===== config.mk =====
export PLATFORM = sky130hd
export DESIGN_NAME = fifo_ctrl_r1024x16
export DESIGN_NICKNAME = d
export VERILOG_FILES = /design/src/rtl/fifo_ctrl_r1024x16.sv
export SDC_FILE = /design/constraint.sdc
export NUM_CORES = 1
export LEC_CHECK = 0
export CAP_MARGIN = 0
export CORE_ASPECT_RATIO = 1.25
export CORE_MARGIN = 3
export CORE_UTILIZATION = 30
export DETAILED_ROUTE_END_ITERATION = 10
export PLACE_DENSITY = 0.5
export SETUP_SLACK_MARGIN = 0.3
export SLEW_MARGIN = 20
export SYNTH_ARGS = -nofsm -noshare
export SYNTH_HDL_FRONTEND = slang
export SYNTH_SLANG_ARGS = --single-unit

===== constraint.sdc =====
create_clock -name Clk -period 5.7 [get_ports Clk]
set_input_delay 1.14 -clock Clk [delete_from_list [all_inputs] [get_ports Clk]]
set_output_delay 1.14 -clock Clk [all_outputs]
set_load 0.01 [all_outputs]

===== src/rtl/fifo_ctrl_r1024x16.sv =====
// Single-clock FIFO controller for a 1024x16 two-port RAM with a 2-entry prefetch buffer
// giving first-word-fall-through pop data.
module fifo_ctrl_r1024x16 #(
    parameter int unsigned ADDR_W      = 10,
    parameter int unsigned DATA_W      = 16,
    parameter int unsigned AFULL_LEVEL = 1000
) (
    input  logic              Clk,
    input  logic              Rst,
    input  logic              PushValid,
    output logic              PushReady,
    input  logic [DATA_W-1:0] PushData,
    output logic              PopValid,
    input  logic              PopReady,
    output logic [DATA_W-1:0] PopData,
    output logic [ADDR_W:0]   Count,
    output logic              AlmostFull,
    output logic              Overflow,
    output logic [ADDR_W-1:0] RamWA,
    output logic [DATA_W-1:0] RamWD,
    output logic [1:0]        RamWEN,
    output logic              RamWClkEn,
    output logic [ADDR_W-1:0] RamRA,
    output logic              RamRClkEn,
    input  logic [DATA_W-1:0] RamRD
);

    localparam logic [ADDR_W:0]   Depth      = {1'b1, {ADDR_W{1'b0}}};
    localparam logic [ADDR_W:0]   AfullLevel = (ADDR_W + 1)'(AFULL_LEVEL);
    localparam logic [ADDR_W-1:0] PtrOne     = 1;
    localparam logic [ADDR_W:0]   CntOne     = 1;

    logic [ADDR_W-1:0] wr_ptr_q, wr_ptr_d;
    logic [ADDR_W-1:0] rd_ptr_q, rd_ptr_d;
    logic [ADDR_W-1:0] ra_q;
    logic [ADDR_W:0]   ram_cnt_q, ram_cnt_d;
    logic [ADDR_W:0]   count_q, count_d;
    logic              inflight_q, inflight_d;
    logic [DATA_W-1:0] buf0_q, buf0_d, buf1_q, buf1_d;
    logic [1:0]        buf_cnt_q, buf_cnt_d;
    logic [1:0]        buf_left;
    logic              overflow_q, overflow_d;
    logic              push_fire, pop_now, issue;
    logic [2:0]        occ_after;

    assign PushReady = (ram_cnt_q < Depth);
    assign PopValid  = (buf_cnt_q != 2'd0);
    assign PopData   = buf0_q;
    assign Count     = count_q;
    assign AlmostFull = (count_q >= AfullLevel);
    assign Overflow  = overflow_q;

    assign push_fire = PushValid && PushReady;
    assign pop_now   = PopValid && PopReady;

    // Only prefetch when the buffer plus the word in flight leaves room after this pop.
    assign occ_after = {1'b0, buf_cnt_q} + {2'b00, inflight_q} - {2'b00, pop_now};
    assign issue     = (ram_cnt_q != '0) && (occ_after < 3'd2);

    assign RamWA     = wr_ptr_q;
    assign RamWD     = PushData;
    assign RamWEN    = push_fire ? 2'b11 : 2'b00;
    assign RamWClkEn = push_fire;
    assign RamRA     = issue ? rd_ptr_q : ra_q;
    assign RamRClkEn = issue;

    always_comb begin
        wr_ptr_d   = wr_ptr_q;
        rd_ptr_d   = rd_ptr_q;
        ram_cnt_d  = ram_cnt_q;
        inflight_d = issue;
        overflow_d = overflow_q | (PushValid & ~PushReady);

        if (push_fire) begin
            wr_ptr_d = wr_ptr_q + PtrOne;
        end
        if (issue) begin
            rd_ptr_d = rd_ptr_q + PtrOne;
        end
        if (push_fire && !issue) begin
            ram_cnt_d = ram_cnt_q + CntOne;
        end else if (issue && !push_fire) begin
            ram_cnt_d = ram_cnt_q - CntOne;
        end
    end

    // Shift out on pop first, then append the returning RAM word behind what is left.
    always_comb begin
        buf0_d    = buf0_q;
        buf1_d    = buf1_q;
        buf_left  = buf_cnt_q - {1'b0, pop_now};
        buf_cnt_d = buf_left + {1'b0, inflight_q};

        if (pop_now) begin
            buf0_d = buf1_q;
        end
        if (inflight_q) begin
            if (buf_left == 2'd0) begin
                buf0_d = RamRD;
            end else begin
                buf1_d = RamRD;
            end
        end
    end

    assign count_d = ram_cnt_d + (ADDR_W + 1)'(inflight_d) + (ADDR_W + 1)'(buf_cnt_d);

    always_ff @(posedge Clk) begin
        if (Rst) begin
            wr_ptr_q   <= '0;
            rd_ptr_q   <= '0;
            ra_q       <= '0;
            ram_cnt_q  <= '0;
            count_q    <= '0;
            inflight_q <= 1'b0;
            buf0_q     <= '0;
            buf1_q     <= '0;
            buf_cnt_q  <= 2'd0;
            overflow_q <= 1'b0;
        end else begin
            wr_ptr_q   <= wr_ptr_d;
            rd_ptr_q   <= rd_ptr_d;
            ra_q       <= RamRA;
            ram_cnt_q  <= ram_cnt_d;
            count_q    <= count_d;
            inflight_q <= inflight_d;
            buf0_q     <= buf0_d;
            buf1_q     <= buf1_d;
            buf_cnt_q  <= buf_cnt_d;
            overflow_q <= overflow_d;
        end
    end

endmodule


Word-level counts from Yosys, hierarchy flattened. Index checks and enable logic that the tools add are counted.

Add/subtract/negate cells: 10. Magnitude comparators: 3. Multiplexer cells: 7. Bitwise logic cells: 4. Reductions and logical operators: 11.

Operators by type and width (number): $mux W16 (3); $mux W11 (2); $add A10 B1 Y10 const B (2); $add A11 B1 Y11 (1); $add A11 B1 Y11 const B (1); $add A11 B2 Y11 (1); $ge A11 B10 Y1 const B (1); $lt A11 B11 Y1 const B (1); $reduce_bool A11 Y1 (1); $sub A11 B1 Y11 const B (1); $mux W10 (1); $logic_and A1 B1 Y1 (5); $add A2 B1 Y3 (1); $lt A3 B2 Y1 const B (1); $sub A3 B1 Y3 (1); $add A2 B1 Y2 (1); $logic_not A1 Y1 (2); $logic_not A2 Y1 (1); $mux W2 (1); $not A1 Y1 (2); $reduce_and A2 Y1 (1); $reduce_bool A2 Y1 (1); $sub A2 B1 Y2 (1); $and A1 B1 Y1 (1); $or A1 B1 Y1 (1).

Bits in registers: 88. Output and inout bits: 71.

Logic depth before layout (Yosys ltp). Gate-level depths: netlist (run 1).

Depth in word-level cells: 10. Gate-level depth with buffers: 18. Depth with buffers taken out: 17.

Worst setup path before layout (run 1). Ideal clock, no wire load.

Path type: input to register. Start: input PopReady. End: register count_q[10], in the netlist Count[10]. Data arrival time: 4.683 ns. Required time: 5.577 ns. Setup slack: 0.893 ns. Stages on the path: 12. Buffers on the path: 2. Path through: o21ai_0 > nand2_1 > fa_1 > xnor2_1 > o311ai_4 > clkbuf_1 > clkbuf_1 > fa_1 > fa_1 > or2_2 > nor4_2 > mux2_1.

Longest elaborated chain between the ends: 9. Elaborated cells between the ends (all ways): 13. Classes of those cells: 5 x add/sub; 1 x order compare; 2 x mux; 5 x reduce/logical.

RTL lines: from (decl) (line 14) `input logic PopReady,`; $logic_and A1 B1 Y1 * (line 54) `assign pop_now = PopValid && PopReady;`; $sub A3 B1 Y3 (line 57) `assign occ_after = {1'b0, buf_cnt_q} + {2'b00, inflight_q} - {2'b00, pop_now};`; $lt A3 B2 Y1 (line 58) `assign issue = (ram_cnt_q != '0) && (occ_after < 3'd2);`; $logic_and A1 B1 Y1 (line 58); $logic_and A1 B1 Y1 or $logic_not A1 Y1 (tied branches) (line 82, 80); $mux W11 or $logic_and A1 B1 Y1 (tied branches) (line 82, 80); $mux W11 (line 80) `if (push_fire && !issue) begin`; $add A11 B1 Y11 (line 106) `assign count_d = ram_cnt_d + (ADDR_W + 1)'(inflight_d) + (ADDR_W + 1)'(buf_cnt_d);`; $add A11 B2 Y11 * (line 106); to (signal assigned) (line 125) `count_q <= count_d;`; to (decl) (line 37) `logic [ADDR_W:0] count_q, count_d;`.

Mark *: on every way between the ends. The rest lies on a longest branch, timed or not. A chain may end at the register's enable or synchronous reset.

Final worst setup path (run 1).
Start: input PopReady. End: output RamRA[5].

Longest elaborated chain between the ends: 5.

RTL lines: $logic_and A1 B1 Y1 (line 54); $sub A3 B1 Y3 (line 57); $lt A3 B2 Y1 (line 58); $logic_and A1 B1 Y1 (line 58); $mux W10 (line 64) `assign RamRA = issue ? rd_ptr_q : ra_q;`; to (decl) (line 23) `output logic [ADDR_W-1:0] RamRA,`.

Every way passes these cells.

==> metrics, run 1 <==
status=completed; port buffer count=74; Placer Congestion=0.855; row cnt=47; Die Width=111 um; Finished Layout Cells=between 700 and 800; Tot Pwr=3090 uW; share of cells above drive strength 1=0.0613; drt pass-1 iters=4; Max FO, Critical Path=24; leakage power=between 0.002 and 0.0025 uW; setup TNS=0 ps; Place WS=382 ps; first-pass GRT wire length=16000 um; Ys Warns=0; DR DRC count=0; Final period util=0.907; n_diodes=0; DRT iter0 DRCs=118; I/O pin cnt=approximately 110; worst r2r src=buf_cnt_q[1]; post-route ant nets=0; crit path from=PopReady; post-synth cell types=between 50 and 60; worst min path class=flop to flop; critical path's most frequent cell=nand2_1; clock period minus worst slack=5170 ps; cts repair resizes=0; DR vias=3428; Synth async-reset ratio=0; most common cell in the netlist=dfxtp_1; fin. max-slew vios=0; Worst path slowest cell=clkdlybuf4s50_1; clock-pin slew on the worst setup and hold paths=~60 ps; initial antenna violation count=0; top cells by count, synth=88 x dfxtp_1, 83 x nand2_1, 56 x nor2_1; Worst EP required=between 4000 and 5000 ps; Total Nets Final=580; count of final hold-check violations=0; Mapped Area=4150 um^2; Seq cells post-synth=between 80 and 90; worst path arrival time=4030 ps; worst slew pin tran=1090 ps; largest net degree at the start of global routing=58; CP startpoint kind=input port; CP Capture Type=primary output; Starting Density=0.309; Routed WL=9730 um; max-cap violation count=0; syn nets=533; Layout area overhead=25.1%; Main synth FF type=dfxtp_1; H-tree depth=3; clock latency on the worst-skew pair=340 ps; top-area cell type share of the netlist area=0.425; Finish-stage setup viols=0; # clock sinks=88; setup ws final=~530 ps; VDD IR-drop max=~0.00023 V; Seq/Total Area, Yosys=0.425; CORE AREA=13400 um^2; cell count after synthesis=between 400 and 500; Remaining Overflow, GRT=0; CTS tree=done; syn_area_per_cell=around 8.5 um^2; critical path cell sequence=clkdlybuf4s50_1, nand3_1, o21ai_0, nand2_1, fa_1, xnor2_2, o311ai_4, inv_4, nand2_1, nand2_1, clkdlybuf4s50_1; CTS Hold Bufs=0; top post-synthesis cells by area=dfxtp_1 42%, nand2_1 7.5%, nor2_1 5.1%, mux2i_1 4.8%, a21oi_1 4.7%; WS Path Type=input port to primary output; DP HPWL=between 6000 and 7000 um; area leader, netlist=dfxtp_1; number of setup buffers added after CTS=0; vias in the first global route=around 3300; CTS Buf Count=9; delay of the slowest critical-path stage=530 ps; Hold Crit Start=buf1_q[15]; pwr dens=596 nW/um^2; GRT Util Overall=0.128; DP Cell Count=693; RSZ-0062 raised after global routing=no; die height=137 um; f_max=slightly below 0.2 GHz; die area=15300 um^2; number of synthesized flops with an enable pin=0; Root Buffer=clkbuf_16; clock tree buffer depth=2; Avg WL per Cell=13.7 um; Worst Skew=9.66 ps; DR vias/cell=4.83; slew margin rel.=0.272
-- final cells by class --
type	count	area (um^2)
Inverter	14	55.1
Tap cell	171	214
Timing Repair Buffer	79	773
Clock inverter	6	43.8
Fill cell	1391	8220
Multi-Input combinational cell	341	2100
Sequential cell	88	1760
Clock buffer	10	239
-- logic make-up after synthesis --
family          Yosys count  share of synthesized area
mux                      24                     0.0618
xor+xnor                 31                     0.0691
flops                    88                      0.425
compound gates           73                      0.110
fa+ha+maj                11                     0.0386
buf+inv                  57                     0.0706
simple gates            202                      0.225
-- metal layers --
| layer | share of wire | vias up | wire length [um] | GRT usage |
|---|---|---|---|---|
| met2 | 0.51 | 57 | 4950 | 0.223 |
| met3 | 0.035 | 13 | 345 | 0.0294 |
| met1 | 0.44 | 1641 | 4310 | 0.155 |
| met4 | 0.013 | 0 | 127 | 0.0480 |
| met5 | 0 | - | 0 | 0 |
| li1 | - | 1717 | - | - |
-- report_power, final --
| part | internal [uW] | switching, uW | leakage [uW] |
|---|---|---|---|
| clock network | 309 | 247 | 0.000139 |
| logic | 712 | 916 | 0.00117 |
| registers | 776 | 131 | 0.000718 |
-- worst max-delay path, delay by kind of cell --
kind | cells | cell delay, ps
fa+ha+maj | 1 | 430
xor+xnor | 1 | 250
simple gates | 4 | 470
buf+inv | 3 | 1310
compound gates | 2 | 430
-- cell usage in the layout (no fill, tap or decap), types with 7 or more instances in the layout --
cell type	n
a211oi_1	17
a21oi_1	39
clkbuf_16	9
clkdlybuf4s50_1	73
dfxtp_1	88
ha_1	8
inv_1	13
mux2i_1	20
nand2_1	83
nand3_1	15
nand4_1	8
nor2_1	56
nor2b_1	7
o21ai_0	7
xnor2_1	13
xor2_1	15
-- state kept, by name, indices dropped and copies added, names as in the netlist --
register,flops
Count,11
Overflow,1
PopData,16
RamWA,10
buf1_q,16
buf_cnt_q,2
inflight_q,1
ra_q,10
ram_cnt_q,11
rd_ptr_q,10
-- stage by stage --
stage / util / hold slack, ps / area [um^2]
2_1_floorplan: - / 436 / 4150
3_3_place_gp: 0.365 / 442 / 4900
3_5_place_dp: 0.365 / 447 / 4900
4_1_cts: 0.386 / 456 / 5180
5_1_grt: 0.387 / 483 / 5190
6_report: 0.387 / 453 / 5190
-- worst paths after layout --
kind,slack [ps],end,cells after the start
setup / recovery,530,RamRA[5],11
hold reg to reg,450,buf1_q[15],2
setup reg to reg,1670,Count[10],14
hold / removal,450,buf1_q[15],2
Power figures use the tool's default switching activity.
==> run 2: changes to the inputs <==
--- a/config.mk
+++ b/config.mk
@@ -5,12 +5,13 @@
 export SDC_FILE = /design/constraint.sdc
 export NUM_CORES = 1
 export LEC_CHECK = 0
+export ABC_AREA = 1
 export CAP_MARGIN = 0
 export CORE_ASPECT_RATIO = 1.25
 export CORE_MARGIN = 3
 export CORE_UTILIZATION = 30
 export DETAILED_ROUTE_END_ITERATION = 10
-export PLACE_DENSITY = 0.5
+export PLACE_DENSITY = 0.49
 export SETUP_SLACK_MARGIN = 0.3
 export SLEW_MARGIN = 20
 export SYNTH_ARGS = -nofsm -noshare
==> metrics, run 2 <==
CP startpoint kind=input port (unchanged); Worst Skew=4.34 ps (was 9.66 ps); FF+latch area=1760 um^2 (unchanged); clock latency on the worst-skew pair=340 ps (about the same); Synth async-reset ratio=0 (unchanged); I/O pin cnt=107 (unchanged); leakage power=0.00241 uW (was 0.00202 uW); clock period minus worst slack=5120 ps (was 5170 ps); syn nets=683 (was 533); setup TNS=0 ps (unchanged); Worst EP required=4560 ps (about the same); vias in the first global route=4161 (was 3284); port buffer count=74 (unchanged); Main synth FF type=dfxtp_1 (unchanged); worst min path class=flop to flop (unchanged); Tot Pwr=4620 uW (was 3090 uW); Max FO, Critical Path=11 (was 24); Avg WL per Cell=13.9 um (was 13.7 um); worst r2r dst=Count[6] (was Count[10]); cell count after synthesis=636 (was 486); fin. max-slew vios=0 (unchanged); Remaining Overflow, GRT=0 (unchanged); Final period util=0.898 (was 0.907); DR vias/cell=4.76 (was 4.83); Worst path slowest cell=clkdlybuf4s50_1 (unchanged); Starting Density=0.311 (was 0.309); Ys Warns=0 (unchanged); Total Nets Final=734 (was 580); drt pass-1 iters=6 (was 4); reg2reg path depth=22 (was 14); # clock sinks=88 (unchanged); worst path arrival time=3980 ps (was 4030 ps); most common cell in the netlist=nand2_1 (was dfxtp_1); CTS Buf Count=9 (unchanged); Fillers=1533 (was 1391); top post-synthesis cells by area=dfxtp_1 39%, nand2_1 10%, nor2_1 8.3%, o21ai_0 5.9%, inv_1 5.2% (was dfxtp_1 42%, nand2_1 7.5%, nor2_1 5.1%, mux2i_1 4.8%, a21oi_1 4.7%); critical path's most frequent cell=nand2_1 (unchanged); DP HPWL=8760 um (was 6880 um); n_diodes=0 (unchanged); clock-pin slew on the worst setup and hold paths=70 ps (was 60 ps); top-area cell type share of the netlist area=0.387 (was 0.425); H-tree depth=3 (unchanged); Reg2Reg Setup Slack=1600 ps (was 1670 ps); Hold Crit Start=rd_ptr_q[9] (was buf1_q[15]); RSZ-0062 raised after global routing=no (unchanged); CTS Hold Bufs=0 (unchanged); max-cap violation count=0 (unchanged); Root Buffer=clkbuf_16 (unchanged); initial antenna violation count=0 (unchanged); number of synthesized flops with an enable pin=0 (unchanged); post-route ant nets=0 (unchanged); Routed WL=12100 um (was 9730 um); first-pass GRT wire length=19700 um (was 16000 um); delay of the slowest critical-path stage=540 ps (was 530 ps); share of cells above drive strength 1=0.104 (was 0.0613); WS Path Type=input port to primary output (unchanged); CTS tree=done (unchanged); die height=144 um (was 137 um); DR vias=4140 (was 3428); post-synth cell types=37 (was 52); DR DRC count=0 (unchanged); Finish-stage setup viols=0 (unchanged); die area=16700 um^2 (was 15300 um^2); Seq cells post-synth=88 (unchanged); DRT iter0 DRCs=162 (was 118); status=completed (unchanged); WHS Endpoint=rd_ptr_q[9] (was buf1_q[15]); GRT Util Overall=0.148 (was 0.128); clock tree buffer depth=2 (unchanged); hold path depth=1 (was 2); Mapped Area=4550 um^2 (was 4150 um^2); slew margin rel.=0.346 (was 0.272); Die Width=116 um (was 111 um); top cells by count, synth=123 x nand2_1, 101 x nor2_1, 88 x dfxtp_1 (was 88 x dfxtp_1, 83 x nand2_1, 56 x nor2_1); area leader, netlist=dfxtp_1 (unchanged); critical path cell sequence=clkdlybuf4s50_1, nand2_1, inv_2, nand2_1, o21ai_2, nand2_1, fa_1, nand2_1, nor2_4, inv_1, nor2_4, buf_8, or2_2, o21ai_0, inv_1, clkdlybuf4s50_1 (was clkdlybuf4s50_1, nand3_1, o21ai_0, nand2_1, fa_1, xnor2_2, o311ai_4, inv_4, nand2_1, nand2_1, clkdlybuf4s50_1); worst r2r src=buf_cnt_q[1] (unchanged); CORE AREA=14700 um^2 (was 13400 um^2); count of final hold-check violations=0 (unchanged); f_max=0.195 GHz (was 0.193 GHz); Placer Congestion=0.920 (was 0.855); multi-input gate area in the final layout=2250 um^2 (was 2100 um^2); VDD IR-drop max=0.000285 V (was 0.000233 V); Layout area overhead=25.0% (was 25.1%); CP Capture Type=primary output (unchanged); largest net degree at the start of global routing=50 (was 58); syn_area_per_cell=7.16 um^2 (was 8.54 um^2); pwr dens=812 nW/um^2 (was 596 nW/um^2); Seq/Total Area, Yosys=0.387 (was 0.425); most common cell after layout, fill and taps aside=nand2_1 (was dfxtp_1); worst slew pin tran=979 ps (was 1090 ps); commonest non-fill, non-tap cells in the layout=123 x nand2_1, 101 x nor2_1, 88 x dfxtp_1, 70 x clkdlybuf4s50_1, 62 x inv_1 (was 88 x dfxtp_1, 83 x nand2_1, 73 x clkdlybuf4s50_1, 56 x nor2_1, 39 x a21oi_1); row cnt=49 (was 47)
run 2: changes by cell type after synthesis, moves of 8 or more:
cell      delta
a211oi_1    -16
nand2_1     +40
o21ai_0     +47
inv_2        +8
a21oi_1     -11
inv_1       +50
nor2_1      +45
a311oi_1     +9
mux2i_1     -20
xor2_1       -9
xnor2_1     -12
nand3_1      +8
run 2: worst max path at each step:
stage	startpoint	end	slack, ps	cells past startpoint
after floorplan	PopReady	RamRA[7]	1170	15
after global placement	PopReady	RamRA[9]	450	16
after detailed placement	PopReady	RamRA[9]	400	16
after CTS	PopReady	RamRA[9]	380	16
after global routing	PopReady	RamRA[2]	310	16
final	PopReady	RamRA[5]	580	16
run 2: cell type report:
type,count,share of cell area
multi-input combinational,433,0.396
clock buffer,9,0.0396
clock inverter,7,0.0220
inverter,73,0.0482
tap,178,0.0391
sequential,88,0.310
timing repair buffer,82,0.146
run 2: report_power, final:
part	switching [uW]	internal [uW]	total (uW)
clock	264	433	698
combinational	1770	1200	2960
sequential	129	827	956
run 2: per-layer routing:
metal	part of all wire	wire [um]	track usage	vias to the layer above
met5	0	0	0	-
met4	0.025	302	0.0605	0
met3	0.037	451	0.0358	14
met2	0.52	6290	0.271	88
met1	0.42	5010	0.163	1909
li1	-	-	-	2129
run 2: cells by family after synthesis:
| group | share of synthesized area |
|---|---|
| simple gates | 0.309 |
| buf+inv | 0.120 |
| compound gates | 0.134 |
| flops | 0.387 |
| fa+ha+maj | 0.0352 |
| xor+xnor | 0.0154 |
run 2: timing repair:
item                       CTS  global route
buffers inserted             0             2
setup endpoints to repair    0             9
gates resized for setup      0             7
run 2: worst max-delay path: cells and delay by family:
family,cells,cell delay (ps)
buffers and inverters,6,1400
AOI/OAI and AO/OA,2,180
adders and majority gates,1,490
and+or+nand+nor,7,740
run 2: per-stage QoR:
| stage | util | setup slack (ps) | instances | hold WS [ps] | cell area [um^2] |
|---|---|---|---|---|---|
| CTS | 0.384 | 379 | 867 | 451 | 5630 |
| global route | 0.388 | 313 | 870 | 478 | 5690 |
| detailed placement | 0.360 | 404 | 851 | 442 | 5280 |
| global placement | 0.360 | 448 | 851 | 438 | 5280 |
| floorplan | - | 1170 | 636 | 417 | 4550 |
| finish | 0.388 | 580 | 870 | 450 | 5690 |
==> run 3: changes to the inputs <==
==> constraint.sdc (replaced) <==
create_clock -name Clk -period 5.4 [get_ports Clk]
set_input_delay 1.08 -clock Clk [delete_from_list [all_inputs] [get_ports Clk]]
set_output_delay 1.08 -clock Clk [all_outputs]
set_load 0.01 [all_outputs]
==> metrics, run 3 (synthesis gave the netlist of run 2 again) <==
setup TNS=0 ps (unchanged); DRT iter0 DRCs=173 (was 162); port buffer count=74 (unchanged); clock tree buffer depth=2 (unchanged); Finish-stage setup viols=0 (unchanged); worst r2r src=buf_cnt_q[1] (unchanged); Worst Skew=5.06 ps (was 4.34 ps); CTS Buf Count=9 (unchanged); drt pass-1 iters=4 (was 6); worst min path class=flop to flop (unchanged); n_diodes=0 (unchanged); Hold Crit Start=RamWA[9] (was rd_ptr_q[9]); Max FO, Critical Path=7 (was 11); Reg2Reg Setup Slack=1350 ps (was 1600 ps); worst slew pin tran=934 ps (was 979 ps); Starting Density=0.311 (unchanged); GRT Util Overall=0.149 (was 0.148); first-pass GRT wire length=20100 um (was 19700 um); I/O pin cnt=107 (unchanged); largest net degree at the start of global routing=50 (unchanged); die height=144 um (unchanged); CTS Hold Bufs=0 (unchanged); critical path cell sequence=clkdlybuf4s50_1, nand2_1, inv_2, nand2_1, o21ai_2, nand2_1, fa_1, nand2_1, nor2_4, inv_1, nor2_2, buf_6, nand2_1, nand2_1, clkdlybuf4s50_1 (was clkdlybuf4s50_1, nand2_1, inv_2, nand2_1, o21ai_2, nand2_1, fa_1, nand2_1, nor2_4, inv_1, nor2_4, buf_8, or2_2, o21ai_0, inv_1, clkdlybuf4s50_1); clock period minus worst slack=a little under 5000 ps; clock-pin slew on the worst setup and hold paths=60 ps (was 70 ps); DP HPWL=8600 um (was 8760 um); Crit path buffers/inverters=5 (was 6); worst r2r dst=Count[6] (unchanged); delay of the slowest critical-path stage=540 ps (about the same); most common cell after layout, fill and taps aside=nand2_1 (unchanged); WS Path Type=input port to primary output (unchanged); delay-heaviest family, CP=buffers and inverters (unchanged); Worst EP required=4320 ps (was 4560 ps); post-route ant nets=0 (unchanged); row cnt=49 (unchanged); initial antenna violation count=0 (unchanged); Remaining Overflow, GRT=0 (unchanged); clock latency on the worst-skew pair=340 ps (about the same); die area=16700 um^2 (unchanged); Die Width=116 um (unchanged); CORE AREA=14700 um^2 (unchanged); DR vias/cell=4.78 (was 4.76); CTS tree=done (unchanged); VDD IR-drop max=0.000302 V (was 0.000285 V); critical path's most frequent cell=nand2_1 (unchanged); CP Capture Type=primary output (unchanged); H-tree depth=3 (unchanged); fin. max-slew vios=0 (unchanged); Place WS=225 ps (was 404 ps); Finished Layout Cells=873 (was 870); DR vias=4177 (was 4140); setup ws final=555 ps (was 580 ps); Layout area overhead=24.7% (was 25.0%); Root Buffer=clkbuf_16 (unchanged); count of final hold-check violations=0 (unchanged); pwr dens=841 nW/um^2 (was 812 nW/um^2); vias in the first global route=4155 (was 4161); Placer Congestion=0.891 (was 0.920); Routed WL=11900 um (was 12100 um); DP Cell Count=851 (unchanged); worst path arrival time=3770 ps (was 3980 ps); WP depth=15 (was 16); crit path from=PopReady (unchanged); leakage power=0.00248 uW (was 0.00241 uW); RSZ-0062 raised after global routing=no (unchanged); slew margin rel.=0.376 (was 0.346); f_max=0.206 GHz; Worst path slowest cell=clkdlybuf4s50_1 (unchanged); DR DRC count=0 (unchanged); max-cap violation count=0 (unchanged); status=completed (unchanged); reg2reg path depth=22 (unchanged); Final period util=0.897; Avg WL per Cell=13.7 um (was 13.9 um); # clock sinks=88 (unchanged); commonest non-fill, non-tap cells in the layout=123 x nand2_1, 101 x nor2_1, 88 x dfxtp_1, 65 x clkdlybuf4s50_1, 62 x inv_1 (was 123 x nand2_1, 101 x nor2_1, 88 x dfxtp_1, 70 x clkdlybuf4s50_1, 62 x inv_1); Total Nets Final=737 (was 734); CP startpoint kind=input port (unchanged); share of cells above drive strength 1=0.108 (was 0.104); end of the critical path=RamRA[6] (was RamRA[5])
## run 3: changes by cell type in the layout (fill, tap and decap cells not counted), sizes merged, moves of 3 or more
cell,before,now
buf,8,12
clkdlybuf4s50,70,65
dlymetal6s2s,3,8
clkbuf,10,13
## run 3: metal layers
metal  wire [um]  global-route usage  up-vias
met2        6110               0.270       98
li1            -                   -     2134
met4         265              0.0568        0
met1        4990               0.173     1930
met5           0                   0        -
met3         567              0.0265       15
## run 3: worst min-delay path by stage
stage	end	slack, ps	cells past startpoint
after global routing	rd_ptr_q[9]	480	1
after floorplan	rd_ptr_q[9]	420	1
after detailed placement	RamWA[9]	440	1
after global placement	rd_ptr_q[9]	430	1
final	RamWA[9]	450	1
after CTS	RamWA[9]	450	1
## run 3: where the power goes
group,total [uW],leakage (uW),internal [uW],switching [uW]
registers,1010,0.000721,873,136
clock network,672,0.000162,411,260
logic,3090,0.00160,1230,1860
total,4770,0.00248,2510,2260
## run 3: layout make-up
type | count | area (um^2)
Timing Repair Buffer | 85 | 840
Sequential cell | 88 | 1760
Tap cell | 178 | 223
Multi-Input combinational cell | 433 | 2250
Inverter | 73 | 274
Clock inverter | 3 | 47.5
Clock buffer | 13 | 280
Fill cell | 1546 | 8980
## run 3: per-stage QoR
stage | cell area (um^2) | power [uW] | util | hold WS, ps
detailed placement | 5280 | 4030 | 0.360 | 441
floorplan | 4550 | 3060 | - | 417
global placement | 5280 | 4010 | 0.360 | 434
CTS | 5620 | 4770 | 0.383 | 450
finish | 5670 | 4770 | 0.387 | 449
global route | 5670 | 5240 | 0.387 | 483
## run 3: repair_timing
item                                    CTS  global route
pin swaps                                 0             2
gates cloned                              1             0
hold endpoints to repair                  0             0
gates resized for setup                   2             8
endpoints found under the setup margin    8            10
setup buffers                             0             5
